--- config.mk ---
export PLATFORM = sky130hd
export DESIGN_NAME = taillamp_input_cond
export DESIGN_NICKNAME = d
export VERILOG_FILES = /design/src/rtl/taillamp_input_cond.sv
export SDC_FILE = /design/constraint.sdc
export NUM_CORES = 1
export LEC_CHECK = 0
export CELL_PAD_IN_SITES_DETAIL_PLACEMENT = 1
export CELL_PAD_IN_SITES_GLOBAL_PLACEMENT = 1
export CORE_MARGIN = 2
export CORE_UTILIZATION = 25
export CTS_BUF_LIST = sky130_fd_sc_hd__clkbuf_8
export CTS_CLUSTER_DIAMETER = 30
export DETAILED_ROUTE_END_ITERATION = 8
export PLACE_DENSITY_LB_ADDON = 0.2
export SLEW_MARGIN = 20
export SYNTH_ARGS = -nofsm -noshare
export SYNTH_HDL_FRONTEND = slang
export SYNTH_SLANG_ARGS = --single-unit
--- constraint.sdc ---
create_clock -name CLK -period 5.6 [get_ports CLK]
set_clock_uncertainty 0.1 [all_clocks]
set_input_delay 0.56 -clock CLK [delete_from_list [all_inputs] [get_ports CLK]]
set_output_delay 0.56 -clock CLK [all_outputs]
set_load 0.1 [all_outputs]
--- src/rtl/taillamp_input_cond.sv ---
// Input conditioning for the tail-lamp sequencer: synchronises and debounces the
// hazard/left/right switches, qualifies left/right, and paces the sequence with TICK.
module taillamp_input_cond #(
    parameter int unsigned DEBOUNCE_CYCLES = 20000,
    parameter int unsigned TICK_DIV        = 12500000
) (
    input  logic CLK,
    input  logic RST,
    input  logic SW_HAZ,
    input  logic SW_LEFT,
    input  logic SW_RIGHT,
    output logic HAZ,
    output logic LEFT,
    output logic RIGHT,
    output logic HAZ_EDGE,
    output logic CONFLICT,
    output logic TICK
);
    localparam int unsigned CW = $clog2(DEBOUNCE_CYCLES + 1);
    localparam int unsigned PW = $clog2(TICK_DIV);
    localparam logic [CW-1:0] CNT_LAST = CW'(DEBOUNCE_CYCLES - 1);
    localparam logic [PW-1:0] PC_LAST  = PW'(TICK_DIV - 1);

    // Bit order everywhere: [0] hazard, [1] left, [2] right.
    logic [2:0]         raw;
    logic [2:0]         sync1_q, sync2_q;
    logic [2:0]         st_q, st_d;
    logic [2:0][CW-1:0] cnt_q, cnt_d;

    logic haz_q, left_q, right_q, edge_q, conf_q, tick_q;
    logic haz_d, left_d, right_d, edge_d, conf_d, tick_d;
    logic [PW-1:0] pc_q, pc_d;
    logic restart;

    assign raw = {SW_RIGHT, SW_LEFT, SW_HAZ};

    always_comb begin
        st_d  = st_q;
        cnt_d = cnt_q;
        for (int unsigned i = 0; i < 3; i++) begin
            if (sync2_q[i] == st_q[i]) begin
                cnt_d[i] = '0;
            end else if (cnt_q[i] == CNT_LAST) begin
                st_d[i]  = sync2_q[i];
                cnt_d[i] = '0;
            end else begin
                cnt_d[i] = cnt_q[i] + 1'b1;
            end
        end
    end

    always_comb begin
        haz_d   = st_q[0];
        left_d  = st_q[1] & ~st_q[2];
        right_d = st_q[2] & ~st_q[1];
        conf_d  = st_q[1] & st_q[2];
        edge_d  = st_q[0] & ~haz_q;
    end

    // A change in the qualified request restarts the period so the first step is a full period away.
    assign restart = {haz_d, left_d, right_d} != {haz_q, left_q, right_q};

    always_comb begin
        pc_d   = pc_q + 1'b1;
        tick_d = 1'b0;
        if (restart) begin
            pc_d = '0;
        end else if (pc_q == PC_LAST) begin
            pc_d   = '0;
            tick_d = 1'b1;
        end
    end

    always_ff @(posedge CLK) begin
        if (RST) begin
            sync1_q <= '0;
            sync2_q <= '0;
            st_q    <= '0;
            cnt_q   <= '0;
            haz_q   <= 1'b0;
            left_q  <= 1'b0;
            right_q <= 1'b0;
            edge_q  <= 1'b0;
            conf_q  <= 1'b0;
            tick_q  <= 1'b0;
            pc_q    <= '0;
        end else begin
            sync1_q <= raw;
            sync2_q <= sync1_q;
            st_q    <= st_d;
            cnt_q   <= cnt_d;
            haz_q   <= haz_d;
            left_q  <= left_d;
            right_q <= right_d;
            edge_q  <= edge_d;
            conf_q  <= conf_d;
            tick_q  <= tick_d;
            pc_q    <= pc_d;
        end
    end

    assign HAZ      = haz_q;
    assign LEFT     = left_q;
    assign RIGHT    = right_q;
    assign HAZ_EDGE = edge_q;
    assign CONFLICT = conf_q;
    assign TICK     = tick_q;

endmodule

==> metrics.txt, run 1 <==
# TYPE chip_impl_metric gauge
chip_impl_info{name="result_of_the_run",value="complete, no violations"} 1
chip_impl_metric{name="cts-buffers-inserted",unit=""} 9
chip_impl_info{name="rsz0062_at_grt",value="no"} 1
chip_impl_metric{name="finalWorstPathRequiredPeriod",unit="ns"} 2.59
chip_impl_metric{name="setup_viol",unit=""} 0
chip_impl_metric{name="totalPowerFinal",unit="mW"} 1.10
chip_impl_metric{name="timing.max_cap.violations",unit=""} 0
chip_impl_metric{name="layout-drive-gt1-share",unit="%"} 6.08
chip_impl_metric{name="ant_nets",unit=""} 0
chip_impl_metric{name="critPathMaxStageDelay",unit="ns"} 1.16
chip_impl_metric{name="largest_net_degree_at_the_start_of_global_routing",unit=""} 26
chip_impl_metric{name="cts.repair_timing.setup_buffer_count",unit=""} 0
chip_impl_metric{name="drt_pass1_iterations",unit=""} 4
chip_impl_metric{name="post-dp-hpwl",unit="µm"} 5450
chip_impl_metric{name="routedWlPerCell",unit="µm"} 13.5
chip_impl_metric{name="required",unit="ns"} 4.94
chip_impl_metric{name="grt_overflow_total",unit=""} 0
chip_impl_metric{name="vias",unit=""} 2836
chip_impl_metric{name="vdd_drop_max",unit="V"} 0.0000998
chip_impl_metric{name="async_flop_share",unit="%"} 0
chip_impl_metric{name="insertedDiodeCount",unit=""} 0
chip_impl_metric{name="crit_arrival",unit="ns"} 1.93
chip_impl_metric{name="first_global_vias",unit=""} 2868
chip_impl_metric{name="timing.fmax",unit="GHz"} 0.387
chip_impl_info{name="timing_worst_setup_path_type",value="reg2out"} 1
chip_impl_metric{name="cts.repair.resized",unit=""} 0
chip_impl_metric{name="fp.dieArea",unit="µm²"} 15400
chip_impl_info{name="path_cells",value="clkdlybuf4s50_1"} 1
chip_impl_metric{name="max-clock-path-buffers",unit=""} 2
chip_impl_metric{name="slew_headroom",unit="%"} 34.7
chip_impl_metric{name="grt_first_pass_wirelength",unit="µm"} 13900
chip_impl_metric{name="r2r_slack",unit="ns"} 3.14
chip_impl_metric{name="ys_seq_elements",unit=""} 84
chip_impl_metric{name="detail_route.drc_violations",unit=""} 0
chip_impl_info{name="cpMaxStageDelayCell",value="sky130_fd_sc_hd__clkdlybuf4s50_1"} 1
chip_impl_metric{name="synth_cell_type_count",unit=""} 34
chip_impl_metric{name="routed_via_density",unit=""} 4.80
chip_impl_metric{name="areaGrowthSynthToFinish",unit="%"} 14.6
chip_impl_metric{name="totalWireLength",unit="µm"} 7950
chip_impl_metric{name="yosysTopAreaCellShare",unit="%"} 46.5
chip_impl_metric{name="path_buf_inv",unit=""} 1
chip_impl_metric{name="cts_num_sinks",unit=""} 84
chip_impl_metric{name="top_level_ports",unit=""} 11
chip_impl_metric{name="gp_congestion",unit=""} 0.696
chip_impl_info{name="worstSetupEndpoint",value="RIGHT"} 1
chip_impl_metric{name="initial_utilization",unit="%"} 25.8
chip_impl_metric{name="postSynthCellCount",unit=""} 399
chip_impl_info{name="critical_path.startpoint",value="RIGHT$_SDFF_PP0_"} 1
chip_impl_info{name="synthMostInstantiatedCell",value="sky130_fd_sc_hd__dfxtp_1"} 1
chip_impl_info{name="worst_path_dominant_cell_family",value="buffers and inverters"} 1
chip_impl_metric{name="antenna_found_initial",unit=""} 0
chip_impl_info{name="cts_root_buffer",value="sky130_fd_sc_hd__clkbuf_8"} 1
chip_impl_metric{name="timing.critical_path.fanout_max",unit=""} 4
chip_impl_metric{name="pins_over_their_slew_limit",unit=""} 0
chip_impl_metric{name="worst_slew_pin_slew",unit="ns"} 0.976
chip_impl_metric{name="clock_tree.htree_level_count",unit=""} 3
chip_impl_metric{name="power.density_cell_area",unit="nW/µm²"} 265
chip_impl_info{name="ys.flop_type",value="sky130_fd_sc_hd__dfxtp_1"} 1
chip_impl_metric{name="fin_setup_tns",unit="ns"} 0
chip_impl_metric{name="multiInputGateArea",unit="µm²"} 1860
chip_impl_metric{name="period_share",unit="%"} 46.2
chip_impl_metric{name="worstSetupPathDepth",unit=""} 1
chip_impl_metric{name="power.leakage",unit="nW"} 1.33
chip_impl_metric{name="portBuffers",unit=""} 10
chip_impl_metric{name="number_of_flops_mapped_to_enable_cells_by_yosys",unit=""} 0
chip_impl_info{name="class_of_the_worst_hold_path",value="reg2reg"} 1
chip_impl_metric{name="finalHoldViolations",unit=""} 0
chip_impl_metric{name="global_route_total_usage_across_every_layer",unit="%"} 10.8
chip_impl_info{name="tritoncts",value="done"} 1
chip_impl_metric{name="synth.avg_cell_area",unit="µm²"} 9.06
chip_impl_metric{name="synthesis_warning_total",unit=""} 0
chip_impl_metric{name="syn_nets",unit=""} 409
chip_impl_info{name="critical_path.startpoint_type",value="register"} 1
chip_impl_metric{name="number_of_nets_at_the_end_of_the_flow",unit=""} 416
chip_impl_metric{name="dr.first_iter.drc_count",unit=""} 110
chip_impl_metric{name="synthesis.area",unit="µm²"} 3610
chip_impl_metric{name="clk_pin_slew",unit="ns"} 0.08
chip_impl_metric{name="clock_latency",unit="ns"} 0.35
chip_impl_metric{name="floorplan.core_area",unit="µm²"} 14000
chip_impl_metric{name="area.sequential",unit="µm²"} 1680
chip_impl_info{name="post-synth-top-area-cell",value="sky130_fd_sc_hd__dfxtp_1"} 1
chip_impl_metric{name="num-fill-cells",unit=""} 1642
chip_impl_metric{name="die_y",unit="µm"} 124
chip_impl_info{name="setup.worst_path.end_class",value="output port"} 1
chip_impl_metric{name="ys_seq_area_share",unit="%"} 46.5
chip_impl_info{name="timing.rr.end",value="pc_q[20]$_SDFF_PP0_"} 1
chip_impl_metric{name="die_w",unit="µm"} 124
chip_impl_info{name="synth_area_leaders",value="sky130_fd_sc_hd__dfxtp_1, sky130_fd_sc_hd__xor2_1, sky130_fd_sc_hd__nor2_1, sky130_fd_sc_hd__nand4_1, sky130_fd_sc_hd__xnor2_1"} 1
chip_impl_info{name="netlist_top_cells_count",value="sky130_fd_sc_hd__dfxtp_1, sky130_fd_sc_hd__nor2_1, sky130_fd_sc_hd__xor2_1, sky130_fd_sc_hd__nand4_1, sky130_fd_sc_hd__nand2_1"} 1
chip_impl_metric{name="fp-row-count",unit=""} 43
chip_impl_info{name="worstReg2RegStart",value="pc_q[0]$_SDFF_PP0_"} 1
chip_impl_metric{name="post_cts_hold_buffer_count",unit=""} 0
chip_impl_metric{name="ff2ff_path_depth",unit=""} 5
through the flow:
step	hold slack (ns)	utilization, %	instances	setup slack [ns]	cell area (µm²)
floorplan	0.313	-	399	3.09	3610
global placement	0.318	28.0	574	3.08	3910
detailed placement	0.331	28.0	574	2.97	3910
CTS	0.351	29.5	590	2.98	4130
global route	0.359	29.6	591	2.93	4140
finish	0.344	29.6	591	3.01	4140
area by class of cell:
cell class,count,area share (%)
inverters,8,0.725
clock buffers,10,3.32
multi-input cells,290,44.9
flip-flops and latches,84,40.6
clock inverters,6,1.90
well taps,180,5.44
repair buffers,13,3.14
worst min-delay path by stage:
stage,cells after the start,to,slack [ns],from
2_1_floorplan,1,cnt_q[0]$_SDFF_PP0_,0.31,cnt_q[0]$_SDFF_PP0_
3_3_place_gp,1,sync2_q[1]$_SDFF_PP0_,0.32,sync1_q[1]$_SDFF_PP0_
3_5_place_dp,1,sync2_q[1]$_SDFF_PP0_,0.33,sync1_q[1]$_SDFF_PP0_
4_1_cts,1,cnt_q[30]$_SDFF_PP0_,0.35,cnt_q[30]$_SDFF_PP0_
5_1_grt,1,sync2_q[0]$_SDFF_PP0_,0.36,sync1_q[0]$_SDFF_PP0_
6_report,1,sync2_q[1]$_SDFF_PP0_,0.34,sync1_q[1]$_SDFF_PP0_
report_power, final:
| group | switching [mW] | total, mW | internal, mW | leakage [nW] |
|---|---|---|---|---|
| clock network | 0.215 | 0.475 | 0.260 | 0.117 |
| logic | 0.0119 | 0.0202 | 0.00833 | 0.534 |
| registers | 0.00322 | 0.604 | 0.601 | 0.678 |
| total | 0.230 | 1.10 | 0.869 | 1.33 |
layer usage:
metal	track usage, %	up-vias	wire length, µm
met3	3.06	8	195
li1	-	1435	-
met5	0	-	0
met4	3.37	0	104
met2	17.4	16	3620
met1	14.1	1377	4030
sequential cells by signal, indices dropped and copies added (netlist names):
register,count
CONFLICT,1
sync1_q,3
TICK,1
HAZ,1
pc_q,24
RIGHT,1
st_q,3
HAZ_EDGE,1
cnt_q,45
sync2_q,3
LEFT,1
cells in the final DEF (no fill, tap or decap), types with 3 or more instances in the layout:
cell and instances:
sky130_fd_sc_hd__a211oi_1 10, sky130_fd_sc_hd__a21oi_1 7, sky130_fd_sc_hd__and2_1 5, sky130_fd_sc_hd__and3_1 11, sky130_fd_sc_hd__and4_1 10, sky130_fd_sc_hd__clkbuf_8 10
sky130_fd_sc_hd__clkdlybuf4s50_1 10, sky130_fd_sc_hd__clkinv_2 3, sky130_fd_sc_hd__dfxtp_1 84, sky130_fd_sc_hd__ha_1 5, sky130_fd_sc_hd__inv_1 9, sky130_fd_sc_hd__mux2i_1 3
sky130_fd_sc_hd__nand2_1 23, sky130_fd_sc_hd__nand3_1 18, sky130_fd_sc_hd__nand4_1 24, sky130_fd_sc_hd__nor2_1 46, sky130_fd_sc_hd__nor2b_1 9, sky130_fd_sc_hd__nor3_1 16
sky130_fd_sc_hd__nor3b_1 4, sky130_fd_sc_hd__nor4_1 4, sky130_fd_sc_hd__nor4b_1 5, sky130_fd_sc_hd__o21ai_0 13, sky130_fd_sc_hd__o31ai_1 4, sky130_fd_sc_hd__or3_1 12
sky130_fd_sc_hd__or4_1 4, sky130_fd_sc_hd__xnor2_1 16, sky130_fd_sc_hd__xor2_1 31
worst reg2reg max path: stages, from the launching register on:
cell and delay, ns:
sky130_fd_sc_hd__dfxtp_1 0.38, sky130_fd_sc_hd__ha_1 0.25, sky130_fd_sc_hd__nand4_2 0.27, sky130_fd_sc_hd__or4_1 0.72
sky130_fd_sc_hd__or4_4 0.46, sky130_fd_sc_hd__a211oi_2 0.21
cell families after synthesis:
logic type | Yosys count | share of synthesized area [%]
muxes | 3 | 0.831
buffers and inverters | 25 | 2.67
xor gates and xnor gates | 47 | 11.4
adders and majority gates | 5 | 1.73
AOI/OAI and AO/OA | 37 | 6.51
DFF | 84 | 46.5
and+or+nand+nor | 198 | 30.3
Note: power is estimated with default switching activity, not from simulation.
==> run 2, diff against run 1 <==
==> constraint.sdc (replaced) <==
create_clock -name CLK -period 2.1 [get_ports CLK]
set_clock_uncertainty 0.1 [all_clocks]
set_input_delay 0.21 -clock CLK [delete_from_list [all_inputs] [get_ports CLK]]
set_output_delay 0.21 -clock CLK [all_outputs]
set_load 0.1 [all_outputs]
==> run 2 against run 1 <==
- count of clock-buffer cells in the layout is 1 higher
- highest routed layer unchanged
- core utilization grew 1.3 points
- critical path depth increased by 3
- final cell count rose by 3.7%
- global-route usage rose by 0.39 points
- die area unchanged
- sequential cell count did not move
- sequential power increased to 2.7 times the previous value
- largest power group unchanged
- routed wire length up 1.5%
==> metrics.txt, run 2 (synthesized netlist as in run 1, its figures left out) <==
# TYPE chip_impl_metric gauge
chip_impl_info{name="setup.worst_path.end_class",value="register"} 1
chip_impl_metric{name="layout-drive-gt1-share",unit="%"} 16.2
chip_impl_metric{name="number_of_nets_at_the_end_of_the_flow",unit=""} 441
chip_impl_metric{name="dr.first_iter.drc_count",unit=""} 182
chip_impl_metric{name="fp-row-count",unit=""} 43
chip_impl_info{name="timing.hold.worst.start",value="SW_HAZ"} 1
chip_impl_info{name="rsz0062_at_grt",value="yes"} 1
chip_impl_info{name="class_of_the_worst_hold_path",value="in2reg"} 1
chip_impl_metric{name="period_share",unit="%"} 96.9
chip_impl_metric{name="crit_arrival",unit="ns"} 2.21
chip_impl_metric{name="timing.fmax",unit="GHz"} 0.491
chip_impl_info{name="leading_cell_type_in_the_layout_fill_and_taps_excluded",value="sky130_fd_sc_hd__dfxtp_1"} 1
chip_impl_metric{name="slew_headroom",unit="%"} 57.4
chip_impl_metric{name="totalWireLength",unit="µm"} 8070
chip_impl_metric{name="max-clock-path-buffers",unit=""} 2
chip_impl_metric{name="vias",unit=""} 2930
chip_impl_metric{name="timing.hold.ws",unit="ns"} 0.331
chip_impl_metric{name="ant_nets",unit=""} 0
chip_impl_metric{name="insertedDiodeCount",unit=""} 0
chip_impl_info{name="result_of_the_run",value="complete, no violations"} 1
chip_impl_metric{name="timing.hold.worst_path_depth",unit=""} 2
chip_impl_metric{name="post_cts_hold_buffer_count",unit=""} 0
chip_impl_metric{name="timing.critical_path.fanout_max",unit=""} 7
chip_impl_metric{name="clock_latency",unit="ns"} 0.37
chip_impl_metric{name="grt_first_pass_wirelength",unit="µm"} 14200
chip_impl_metric{name="finalWorstPathRequiredPeriod",unit="ns"} 2.03
chip_impl_info{name="critical_path.startpoint_type",value="register"} 1
chip_impl_metric{name="cts-buffers-inserted",unit=""} 9
chip_impl_metric{name="routedWlPerCell",unit="µm"} 13.2
chip_impl_metric{name="required",unit="ns"} 2.28
chip_impl_metric{name="area.sequential",unit="µm²"} 1700
chip_impl_info{name="largest-register",value="cnt_q"} 1
chip_impl_metric{name="antenna_found_initial",unit=""} 0
chip_impl_metric{name="placed_cells_incl_taps",unit=""} 598
chip_impl_info{name="timing.rr.end",value="pc_q[21]$_SDFF_PP0_"} 1
chip_impl_metric{name="clk_pin_slew",unit="ns"} 0.08
chip_impl_metric{name="gp_congestion",unit=""} 0.692
chip_impl_metric{name="fp.dieArea",unit="µm²"} 15400
chip_impl_metric{name="finalHoldViolations",unit=""} 0
chip_impl_metric{name="setup_viol",unit=""} 0
chip_impl_info{name="worstReg2RegStart",value="pc_q[2]$_SDFF_PP0_"} 1
chip_impl_metric{name="largest_reg_flops",unit=""} 45
chip_impl_info{name="hold_end",value="sync1_q[0]$_SDFF_PP0_"} 1
chip_impl_metric{name="finish.cell_count_without_fillers",unit=""} 613
chip_impl_metric{name="r2r_slack",unit="ns"} 0.07
chip_impl_metric{name="detail_route.drc_violations",unit=""} 0
chip_impl_metric{name="largest_net_degree_at_the_start_of_global_routing",unit=""} 26
chip_impl_info{name="tritoncts",value="done"} 1
chip_impl_metric{name="timing.max_cap.violations",unit=""} 0
chip_impl_metric{name="fin_setup_tns",unit="ns"} 0
chip_impl_metric{name="post-dp-hpwl",unit="µm"} 5680
chip_impl_metric{name="drt_pass1_iterations",unit=""} 4
chip_impl_metric{name="floorplan.core_area",unit="µm²"} 14000
chip_impl_metric{name="routed_via_density",unit=""} 4.78
chip_impl_info{name="cts_root_buffer",value="sky130_fd_sc_hd__clkbuf_8"} 1
chip_impl_metric{name="cts_num_sinks",unit=""} 84
chip_impl_metric{name="die_w",unit="µm"} 124
chip_impl_metric{name="initial_utilization",unit="%"} 25.8
chip_impl_metric{name="power.density_cell_area",unit="nW/µm²"} 629
chip_impl_info{name="layout_top_registers",value="cnt_q x45, pc_q x24"} 1
chip_impl_metric{name="global_route_total_usage_across_every_layer",unit="%"} 11.2
chip_impl_metric{name="top_level_ports",unit=""} 11
chip_impl_info{name="most-common-layout-cells",value="sky130_fd_sc_hd__dfxtp_1, sky130_fd_sc_hd__nor2_1, sky130_fd_sc_hd__buf_4"} 1
chip_impl_metric{name="worst_slew_pin_slew",unit="ns"} 0.638
chip_impl_metric{name="power.leakage",unit="nW"} 1.44
chip_impl_metric{name="multiInputGateArea",unit="µm²"} 1900
chip_impl_metric{name="ff2ff_path_depth",unit=""} 4
chip_impl_metric{name="die_y",unit="µm"} 124
chip_impl_metric{name="portBuffers",unit=""} 10
chip_impl_metric{name="areaGrowthSynthToFinish",unit="%"} 19.5
chip_impl_metric{name="pins_over_their_slew_limit",unit=""} 0
chip_impl_metric{name="first_global_vias",unit=""} 2980
chip_impl_metric{name="grt_overflow_total",unit=""} 0
chip_impl_metric{name="clock_tree.htree_level_count",unit=""} 3
chip_impl_info{name="timing_worst_setup_path_type",value="reg2reg"} 1
chip_impl_metric{name="num-fill-cells",unit=""} 1676
chip_impl_metric{name="vdd_drop_max",unit="V"} 0.000331
## run 2: per-layer routing
metal  GRT usage [%]  wire, µm  up-vias
met5               0         0        -
met4            4.43       139        0
met3            3.66       223       13
met2            17.9      3710       21
met1            14.0      4000     1414
li1                -         -     1482
## run 2: through the flow
stage	power, mW	utilization [%]	instance area, µm²	worst slack (ns)
after detailed placement	1.71	29.3	4100	0.00141
after CTS	2.78	30.6	4280	0.00458
after global placement	1.71	29.3	4100	0.0413
final	2.71	30.9	4320	0.0652
after global routing	2.85	30.9	4320	-0.00221
after floorplan	1.69	-	3650	0.0120
## run 2: layout make-up
| cell class | count | share of cell area [%] |
|---|---|---|
| Clock buffer | 11 | 3.51 |
| Clock inverter | 2 | 0.290 |
| Inverter | 8 | 0.695 |
| Multi-Input combinational cell | 290 | 44.0 |
| Sequential cell | 84 | 39.3 |
| Tap cell | 180 | 5.21 |
| Timing Repair Buffer | 38 | 7.01 |
## run 2: worst max path at each step
stage | start | end | slack [ns] | depth (start not counted)
CTS | pc_q[2]$_SDFF_PP0_ | pc_q[15]$_SDFF_PP0_ | 0.005 | 5
finish | pc_q[2]$_SDFF_PP0_ | pc_q[21]$_SDFF_PP0_ | 0.07 | 4
global placement | pc_q[1]$_SDFF_PP0_ | pc_q[20]$_SDFF_PP0_ | 0.04 | 5
global route | pc_q[0]$_SDFF_PP0_ | pc_q[15]$_SDFF_PP0_ | -0.002 | 5
detailed placement | pc_q[4]$_SDFF_PP0_ | pc_q[21]$_SDFF_PP0_ | 0.001 | 4
floorplan | pc_q[1]$_SDFF_PP0_ | pc_q[20]$_SDFF_PP0_ | 0.01 | 6
## run 2: critical path, cell delays in order (launching register included)
cell and delay, ns:
sky130_fd_sc_hd__dfxtp_2 0.37, sky130_fd_sc_hd__nand3_1 0.11, sky130_fd_sc_hd__or4_4 0.60, sky130_fd_sc_hd__or4_1 0.51, sky130_fd_sc_hd__a211oi_1 0.25
## run 2: timing repair
action                     CTS  global route
buffers inserted             0             1
setup endpoints to repair    3             6
pin swaps                    0             1
gates resized for setup      4             7
## run 2: where the power goes
| part | internal, mW | leakage (nW) | total, mW | switching (mW) |
|---|---|---|---|---|
| combinational | 0.0297 | 0.675 | 0.0645 | 0.0348 |
| sequential | 1.60 | 0.684 | 1.61 | 0.00944 |
| clock | 0.473 | 0.0831 | 1.04 | 0.565 |
